**src/rtl/mux_int_initiator.sv**
```systemverilog
// mux_int_initiator: requester-side agent for one mux_int input.
// Buffers pushed 32-bit words in a small FIFO and offers them one at a time
// on req_sel/req_data, holding each until resp or until a timeout expires.
// A one-cycle GAP with req_sel low always follows each request, so that the
// mux sees a falling select edge before it re-arbitrates.
module mux_int_initiator #(
    parameter int DEPTH   = 4,
    parameter int TIMEOUT = 15
) (
    input  logic        clk,
    input  logic        rst_n,
    input  logic        push,
    input  logic [0:31] push_data,
    output logic        full,
    output logic        empty,
    output logic        req_sel,
    output logic [0:31] req_data,
    input  logic        resp,
    output logic        busy,
    output logic        timeout_err,
    output logic [0:7]  done_cnt
);

    localparam int AW = (DEPTH > 1) ? $clog2(DEPTH) : 1;
    localparam int CW = AW + 1;
    localparam int TW = (TIMEOUT > 1) ? $clog2(TIMEOUT + 1) : 1;

    typedef enum logic [1:0] {IDLE, REQ, GAP} state_t;

    state_t        state, state_nxt;

    logic [0:31]   mem [DEPTH];
    logic [AW-1:0] wr_ptr, rd_ptr;
    logic [CW-1:0] count;
    logic          push_ok;
    logic          pop;

    logic [TW-1:0] timer, timer_nxt;
    logic          req_sel_nxt;
    logic [0:31]   req_data_nxt;
    logic          timeout_err_nxt;
    logic [0:7]    done_cnt_nxt;
    logic          busy_nxt;

    // full/empty decode the occupancy directly; push uses the pre-pop view.
    assign full    = (count == CW'(DEPTH));
    assign empty   = (count == '0);
    assign push_ok = push & ~full;

    // Word storage: written on accepted push only, never reset.
    always_ff @(posedge clk) begin
        if (push_ok) begin
            mem[wr_ptr] <= push_data;
        end
    end

    // Queue pointers and occupancy; pointers wrap naturally at DEPTH.
    always_ff @(posedge clk or negedge rst_n) begin
        if (!rst_n) begin
            wr_ptr <= '0;
            rd_ptr <= '0;
            count  <= '0;
        end else begin
            if (push_ok) begin
                wr_ptr <= wr_ptr + AW'(1);
            end
            if (pop) begin
                rd_ptr <= rd_ptr + AW'(1);
            end
            case ({push_ok, pop})
                2'b10:   count <= count + CW'(1);
                2'b01:   count <= count - CW'(1);
                default: count <= count;
            endcase
        end
    end

    // FSM state register.
    always_ff @(posedge clk or negedge rst_n) begin
        if (!rst_n) begin
            state <= IDLE;
        end else begin
            state <= state_nxt;
        end
    end

    // Next-state logic: resp takes priority over the timeout.
    always_comb begin
        state_nxt = state;
        case (state)
            IDLE: if (count != '0) state_nxt = REQ;
            REQ: begin
                if (resp || timer == TW'(TIMEOUT - 1)) begin
                    state_nxt = GAP;
                end
            end
            GAP: state_nxt = (count != '0) ? REQ : IDLE;
            default: state_nxt = IDLE;
        endcase
    end

    // Output/next-value logic for the registered outputs, plus the pop strobe.
    always_comb begin
        pop             = 1'b0;
        req_sel_nxt     = req_sel;
        req_data_nxt    = req_data;
        timer_nxt       = timer;
        timeout_err_nxt = 1'b0;
        done_cnt_nxt    = done_cnt;
        case (state)
            IDLE, GAP: begin
                req_sel_nxt  = 1'b0;
                req_data_nxt = '0;
                if (count != '0) begin
                    req_sel_nxt  = 1'b1;
                    req_data_nxt = mem[rd_ptr];
                    timer_nxt    = '0;
                end
            end
            REQ: begin
                if (resp) begin
                    pop          = 1'b1;
                    done_cnt_nxt = done_cnt + 8'd1;
                    req_sel_nxt  = 1'b0;
                    req_data_nxt = '0;
                end else if (timer == TW'(TIMEOUT - 1)) begin
                    pop             = 1'b1;
                    timeout_err_nxt = 1'b1;
                    req_sel_nxt     = 1'b0;
                    req_data_nxt    = '0;
                end else begin
                    timer_nxt = timer + TW'(1);
                end
            end
            default: begin
                req_sel_nxt  = 1'b0;
                req_data_nxt = '0;
            end
        endcase
        busy_nxt = (state_nxt != IDLE);
    end

    // Output registers.
    always_ff @(posedge clk or negedge rst_n) begin
        if (!rst_n) begin
            req_sel     <= 1'b0;
            req_data    <= '0;
            timer       <= '0;
            timeout_err <= 1'b0;
            done_cnt    <= '0;
            busy        <= 1'b0;
        end else begin
            req_sel     <= req_sel_nxt;
            req_data    <= req_data_nxt;
            timer       <= timer_nxt;
            timeout_err <= timeout_err_nxt;
            done_cnt    <= done_cnt_nxt;
            busy        <= busy_nxt;
        end
    end

endmodule
```
**config.mk**
```make
export PLATFORM = sky130hd
export DESIGN_NAME = mux_int_initiator
export DESIGN_NICKNAME = d
export VERILOG_FILES = /design/src/rtl/mux_int_initiator.sv
export SDC_FILE = /design/constraint.sdc
export NUM_CORES = 1
export LEC_CHECK = 0
export CORE_ASPECT_RATIO = 0.5
export CORE_UTILIZATION = 50
export CTS_BUF_LIST = sky130_fd_sc_hd__clkbuf_16
export DETAILED_ROUTE_END_ITERATION = 6
export DONT_BUFFER_PORTS = 1
export PLACE_DENSITY = 0.63
export SYNTH_ARGS = -nofsm -noshare
export SYNTH_HDL_FRONTEND = slang
export SYNTH_SLANG_ARGS = --single-unit
export TNS_END_PERCENT = 30
```
**constraint.sdc**
```tcl
create_clock -name clk -period 5.2 [get_ports clk]
set_clock_uncertainty 0.15 [all_clocks]
set_input_delay 1.56 -clock clk [delete_from_list [all_inputs] [get_ports clk]]
set_output_delay 1.56 -clock clk [all_outputs]
set_load 0.005 [all_outputs]
```
==> impl_metrics.json, run 1 <==
{
  "fmax_mhz": 331,
  "synth_seq_area_share_pct": 75.2,
  "port_buffers": 0,
  "dominantRegCellSynth": "edfxtp_1",
  "gp_congestion": 0.760,
  "netlist_instances": 343,
  "core-area_um2": 13600,
  "path_delay_family": "flip-flops",
  "die_height_um": 85.5,
  "status": "finished clean",
  "p_leak_nw": 2.83,
  "track_usage_pct": 18.0,
  "rows": 30,
  "yosys-top-cells-area": "edfxtp_1, dfrtp_1, mux4_2, a22o_1, mux4_1",
  "peakVddDrop_v": 0.000241,
  "n_antenna_cell": 0,
  "gr-total-overflow": 0,
  "yosys.area.top_type": "edfxtp_1",
  "drc": 0,
  "grt_pass1_vias": 3353,
  "synth_fp_nets": 388,
  "combPwrFrac_pct": 21.9,
  "dp_slack_ps": 1860,
  "cts_setup_buffers": 0,
  "tightest_slew_ps": 899,
  "path_cells": "nor3_4",
  "drive_above_1_share_pct": 19.7,
  "path_class": "reg -> out",
  "netlist_area_um2": 6970,
  "total_power_mw": 4.55,
  "drtPass1Iterations": 4,
  "worstHoldEndpoint": "done_cnt[0]",
  "wl_um": 11900,
  "p_sw_share_pct": 29.7,
  "ant_nets": 0,
  "ys_ff_latch": 184,
  "yosysWarnings": 0,
  "cp_num_buf_inv": 0,
  "reg2reg_from": "timer[0]",
  "nNetsFinal": 393,
  "cts_tree": "done",
  "ys_async_sr_fraction_pct": 30.4,
  "grt_pass1_wl_um": 18600,
  "seqPwrFrac_pct": 49.2,
  "worstHoldPathCells": 1,
  "placed_cells": 521,
  "worstSkewPairLatency_ps": 420,
  "synthDistinctLibCells": 40,
  "final_max_slew_viol_count": 0,
  "r2r_cells": 10,
  "ios": 81,
  "max_stage_delay_ps": 440,
  "path_clk_slew_ps": 70,
  "grt_antenna_before_repair": 0,
  "final_hold_viol_count": 0,
  "critPathCaptureType": "primary output",
  "final_common_cell": "edfxtp_1",
  "dieArea_um2": 14400,
  "htreeDepth": 4,
  "hp-start": "done_cnt[0]",
  "p_int_mw": 3.20,
  "fin_tns_setup_ps": 0,
  "rsz0062_at_grt": "no",
  "power_switching_mw": 1.35,
  "critical_path_required_ps": 3490,
  "fin_ws_ps": 2180,
  "cap_viol_max_count": 0,
  "drt_iter0_drc": 204,
  "synth_area_per_cell_um2": 20.3,
  "r2r-end": "count[2]",
  "num_vias": 3117,
  "root_buffer": "clkbuf_16",
  "ctsHoldBuffers": 0,
  "power_frac_clock_pct": 28.9,
  "min_path_type": "reg -> reg",
  "cts_buffers": 17,
  "cp.arrival_ps": 1310,
  "slew-limit-headroom_pct": 40.1,
  "yosysTopAreaCellShare_pct": 55.1,
  "cts_resized": 0,
  "path_max_fanout": 7,
  "cts_buffer_depth": 2,
  "initial_utilization_pct": 51.3,
  "synth_edf_count": 128,
  "die_w_um": 169,
  "start_kind": "register",
  "grt_max_degree": 57,
  "fin_cells": 553,
  "fin_crit_sh_pct": 58.0,
  "areaGrowthSynthToFinish_pct": 10.7,
  "setup_viol": 0,
  "routedWlPerCell_um": 21.5,
  "final_cell_mix": "edfxtp_1, dfrtp_1, a22o_1",
  "slowest_stage": "dfrtp_1",
  "cts_sinks": 184,
  "power_density_nw_per_um2": 589,
  "vias_per_cell": 5.64,
  "rrSetupSlack_ps": 2790,
  "period_minus_slack_ps": 3020,
  "dpl.hpwl_um": 7010
}
## registers in the layout (all words and copies together) (netlist names)
name and count:
wr_ptr 2, state 2, timeout_err 1, req_data 32, mem 128, req_sel 1, count 3, done_cnt 8
busy 1, timer 4, rd_ptr 2
## worst reg2reg max path, stage by stage (launching register included)
cell and delay [ps]:
dfrtp_1 410, inv_1 120, ha_1 240, a31oi_1 190
nor2_1 150, ha_1 190, inv_1 60, fa_1 380
xor2_1 150, nor2_1 120, xor2_1 170
## synth_stat cells, types with 5 or more instances
master	count
xor2_1	8
dfrtp_1	56
ha_1	8
mux4_2	28
buf_2	9
nor2_1	8
xnor2_1	5
edfxtp_1	128
inv_1	7
a22o_1	32
nand2_1	7
## power groups by stage
stage / logic (mW) / clock network (mW) / registers [mW]
after floorplan: 0.925 / 0 / 2.14
after global placement: 0.974 / 0 / 2.25
after detailed placement: 1.02 / 0 / 2.27
after CTS: 1.02 / 1.34 / 2.24
after global routing: 1.09 / 1.40 / 2.28
final: 0.998 / 1.31 / 2.24
## layout make-up
cell class	count	area, um^2
clock buffer	17	425
clock inverter	15	179
fill	1037	5870
inverter	7	26.3
multi-input combinational	137	1590
sequential	184	5250
tap	192	240
timing repair buffer	1	7.51
## how the worst max path moves through the flow
stage          slack (ps)      from  depth (start not counted)          to
4_1_cts              2140  count[0]                          1       empty
6_report             2180  count[0]                          1       empty
5_1_grt              2110  count[0]                          1       empty
3_5_place_dp         1860      push                          2  mem[2][19]
3_3_place_gp         1940      push                          2  mem[3][15]
2_1_floorplan        1940      push                          2   mem[0][0]
## stage by stage
| step | util [%] | hold WS [ps] | instance area, um^2 |
|---|---|---|---|
| after floorplan | - | 315 | 6970 |
| after global placement | 52.3 | 344 | 7110 |
| after detailed placement | 52.3 | 339 | 7110 |
| after CTS | 56.8 | 350 | 7710 |
| after global routing | 56.8 | 370 | 7710 |
| final | 56.8 | 344 | 7710 |
## routing by layer
metal  vias up  track usage, %  routed length, um
met5         -               0                  0
met4         0            7.13                189
met3        16            6.92                860
met2        81            29.0               5730
met1      1636            22.2               5120
li1       1384               -                  -
## logic make-up (layout without fill, tap and decap cells)
group / count (synthesis) / after routing / share of synthesized area [%]
AO/OA/AOI/OAI: 43 / 43 / 5.08
XOR/XNOR: 13 / 13 / 1.63
adder cells (fa/ha/maj): 9 / 9 / 1.72
buffers and inverters: 22 / 40 / 2.21
flip-flops: 184 / 184 / 75.2
multiplexers: 37 / 37 / 11.3
AND/OR/NAND/NOR: 35 / 35 / 2.80
No activity file was read; power rests on OpenSTA's default activity.
==> inputs of run 2 (changes only) <==
- clock period: 5.2 -> 2.9 ns (I/O delays scaled with it)
==> impl_metrics.json, run 2 (same netlist as run 1, synthesis figures left out) <==
{
  "initial_utilization_pct": 51.3,
  "track_usage_pct": 18.7,
  "fin_tns_setup_ps": 0,
  "rrSetupSlack_ps": 540,
  "die_w_um": 169,
  "path_max_fanout": 4,
  "period_minus_slack_ps": 2360,
  "fin_ws_ps": 540,
  "path_class": "reg -> reg",
  "gr-total-overflow": 0,
  "cts_sinks": 184,
  "ant_nets": 0,
  "worstSkewPairLatency_ps": 420,
  "path_clk_slew_ps": 70,
  "vias_per_cell": 5.69,
  "dp_slack_ps": 436,
  "die_height_um": 85.5,
  "final_common_cell": "edfxtp_1",
  "r2r_cells": 10,
  "grt_pass1_vias": 3395,
  "areaGrowthSynthToFinish_pct": 13.2,
  "setup_viol": 0,
  "cp.arrival_ps": 2560,
  "p_leak_nw": 2.91,
  "drive_above_1_share_pct": 22.3,
  "m1WireLength_um": 5540,
  "wl_met3_um": 889,
  "cts_tree": "done",
  "num_vias": 3209,
  "grt_pass1_wl_um": 19400,
  "power_density_nw_per_um2": 1060,
  "seq_area_um2": 5250,
  "regMostFlops": "mem",
  "total_power_mw": 8.40,
  "n_antenna_cell": 0,
  "multi_input_area_um2": 1590,
  "wl_met2_um": 6000,
  "final_hold_viol_count": 0,
  "drtPass1Iterations": 4,
  "port_buffers": 0,
  "largest_register_ffs": 128,
  "rows": 30,
  "start_kind": "register",
  "grt_antenna_before_repair": 0,
  "cts_buffers": 17,
  "drc": 0,
  "final_max_slew_viol_count": 0,
  "slew-limit-headroom_pct": 36.1,
  "status": "finished clean",
  "htreeDepth": 4,
  "final_cell_mix": "edfxtp_1, dfrtp_1, a22o_1",
  "min_path_type": "in -> async",
  "tightest_slew_ps": 956,
  "fmax_mhz": 424,
  "fill_cells": 1014,
  "r2r-end": "count[2]",
  "fin_crit_sh_pct": 81.4,
  "critical_path_required_ps": 3100,
  "dpl.hpwl_um": 7780,
  "gp_congestion": 0.699,
  "peakVddDrop_v": 0.000471,
  "routedWlPerCell_um": 22.2,
  "drt_iter0_drc": 248,
  "cp-startpoint": "timer[0]",
  "dr.max_layer_used": "met4",
  "rsz0062_at_grt": "no",
  "final_util_pct": 58.1,
  "wl_um": 12500,
  "reg2reg_from": "timer[0]",
  "fin_cells": 564,
  "critPathCaptureType": "register",
  "root_buffer": "clkbuf_16",
  "ios": 81,
  "placed_cells": 531,
  "top_regs": "mem (128), req_data (32), done_cnt (8)",
  "nNetsFinal": 404,
  "grt_max_degree": 57,
  "dieArea_um2": 14400,
  "cap_viol_max_count": 0,
  "core-area_um2": 13600,
  "crit_end": "count[2]",
  "cts_buffer_depth": 2
}
run 2: cell types whose count changed in the layout (fill, tap and decap cells not counted), sizes merged:
cell	delta
buf	+11
bufinv	+2
clkinvlp	+2
clkinv	+1
inv	-5
run 2: worst min path at each step:
| stage | end | slack [ps] | cells after the start |
|---|---|---|---|
| floorplan | done_cnt[0] | 310 | 1 |
| global placement | done_cnt[0] | 340 | 1 |
| global route | done_cnt[6] | 160 | 1 |
| finish | timeout_err | 150 | 1 |
| detailed placement | req_sel | 360 | 1 |
| CTS | done_cnt[6] | 170 | 1 |
run 2: through the flow:
step | cell area (um^2) | hold slack (ps)
2_1_floorplan | 6970 | 315
5_1_grt | 7890 | 163
4_1_cts | 7890 | 169
3_5_place_dp | 7220 | 355
6_report | 7890 | 145
3_3_place_gp | 7220 | 337
run 2: per-layer routing:
layer | track usage, % | vias up
met4 | 7.37 | 0
met5 | 0 | -
met3 | 6.37 | 9
met1 | 24.5 | 1709
li1 | - | 1401
met2 | 29.4 | 90
run 2: repair_timing:
item                                   CTS  global route
buffers inserted                         0             0
hold buffers                             1             0
endpoints found under the hold margin   56             0
gates resized for setup                  0             0
run 2: layout make-up:
type,count,area share [%]
inverter,7,0.333
timing repair buffer,12,1.87
tap,192,3.04
sequential,184,66.5
multi-input combinational,137,20.1
clock inverter,15,2.74
clock buffer,17,5.39
run 2: critical path, stage by stage (launching register included):
cell and delay [ps]:
dfrtp_1 410, inv_1 120, ha_1 240, a31oi_1 190, nor2_1 140, ha_1 200, inv_1 60, fa_1 370
xor2_1 150, nor2_1 120, xor2_1 150
run 2: power breakdown:
group / total [mW] / internal [mW] / switching, mW
registers: 4.07 / 3.53 / 0.541
clock network: 2.48 / 1.47 / 1.01
logic: 1.85 / 0.979 / 0.874
==> inputs of run 3 (changes only) <==
- clock period: 2.9 -> 2.21 ns (I/O delays scaled with it)
==> impl_metrics.json, run 3 (same netlist as run 1, synthesis figures left out) <==
{
  "drc": 0,
  "slew-limit-headroom_pct": 39.9,
  "critPathCaptureType": "primary output",
  "min_path_type": "in -> reg",
  "final_hold_viol_count": 0,
  "rsz0062_at_grt": "yes",
  "vias_per_cell": 5.64,
  "final_max_slew_viol_count": 0,
  "htreeDepth": 4,
  "worstSkewPairLatency_ps": 420,
  "hp-start": "push_data[27]",
  "grt_pass1_vias": 3597,
  "fin_crit_sh_pct": 97.7,
  "cp-startpoint": "count[0]",
  "core-area_um2": 13600,
  "peakVddDrop_v": 0.000655,
  "setup_viol": 0,
  "die_height_um": 85.5,
  "critical_path_required_ps": 1400,
  "largest_register_ffs": 128,
  "grt_max_degree": 57,
  "period_minus_slack_ps": 2160,
  "n_antenna_cell": 0,
  "regMostFlops": "mem",
  "die_w_um": 169,
  "cts_buffer_depth": 2,
  "final_common_cell": "edfxtp_1",
  "grt_pass1_wl_um": 19400,
  "top_regs": "mem (128), req_data (32), done_cnt (8)",
  "rows": 30,
  "track_usage_pct": 18.5,
  "dp_slack_ps": -0.569,
  "status": "finished clean",
  "root_buffer": "clkbuf_16",
  "fin_tns_setup_ps": 0,
  "cts_sinks": 184,
  "fin_ws_ps": 50.1,
  "cp.arrival_ps": 1350,
  "ios": 81,
  "p_leak_nw": 2.96,
  "cap_viol_max_count": 0,
  "initial_utilization_pct": 51.3,
  "final_cell_mix": "edfxtp_1, dfrtp_1, a22o_1",
  "areaGrowthSynthToFinish_pct": 15.2,
  "power_density_nw_per_um2": 1370,
  "path_max_fanout": 7,
  "start_kind": "register",
  "fin_cells": 575,
  "drtPass1Iterations": 4,
  "drt_iter0_drc": 180,
  "dpl.hpwl_um": 7450,
  "path_class": "reg -> out",
  "cts_tree": "done",
  "grt_antenna_before_repair": 0,
  "fmax_mhz": 463,
  "cts_buffers": 17,
  "port_buffers": 0,
  "gp_congestion": 0.729,
  "total_power_mw": 11.0,
  "whs_ps": 185,
  "tightest_slew_ps": 900,
  "path_clk_slew_ps": 80,
  "reg2reg_from": "timer[0]",
  "wl_um": 12300,
  "num_vias": 3242,
  "dieArea_um2": 14400,
  "nNetsFinal": 415,
  "routedWlPerCell_um": 21.5,
  "ant_nets": 0,
  "drive_above_1_share_pct": 26.4,
  "gr-total-overflow": 0,
  "placed_cells": 538
}
==> run 3: metal layers <==
| layer | track usage (%) | routed length, um | up-vias |
|---|---|---|---|
| li1 | - | - | 1426 |
| met2 | 30.7 | 6040 | 87 |
| met5 | 0 | 0 | - |
| met3 | 6.92 | 962 | 14 |
| met1 | 22.6 | 5190 | 1715 |
| met4 | 6.72 | 146 | 0 |
==> run 3: critical path, cell delays in order, from the launching register on <==
cell and delay, ps:
dfrtp_1 410, buf_6 140, nor3_4 370
==> run 3: what timing repair did <==
action,4_1_cts,5_1_grt
buffers inserted,1,2
setup endpoints to repair,1,2
hold endpoints to repair,56,0
hold buffers,2,0
gates resized for setup,3,7
pin swaps,3,5
==> run 3: area by class of cell <==
type                            count  area (um^2)
Fill cell                         999         5560
Timing Repair Buffer               23          290
Clock inverter                     15          179
Multi-Input combinational cell    137         1620
Tap cell                          192          240
Inverter                            7         26.3
Clock buffer                       17          425
Sequential cell                   184         5250
==> run 3: path summary, 6_finish.rpt <==
check,to,slack (ps),cells after the start
worst min-delay path,mem[2][4],180,0
worst max register to register,count[2],120,10
worst max-delay path,empty,50,2
worst min register to register,done_cnt[0],350,1
min in group asynchronous,busy,610,2
max in group asynchronous,wr_ptr[1],1010,2
==> run 3: power breakdown <==
group          switching, mW  internal [mW]
registers              0.470           4.63
logic                   1.44           1.46
clock network           1.40           1.62
==> run 3: through the flow <==
stage | util (%) | area (um^2)
floorplan | - | 6970
global placement | 53.9 | 7330
detailed placement | 53.9 | 7330
CTS | 58.7 | 7980
global route | 59.1 | 8030
finish | 59.1 | 8030
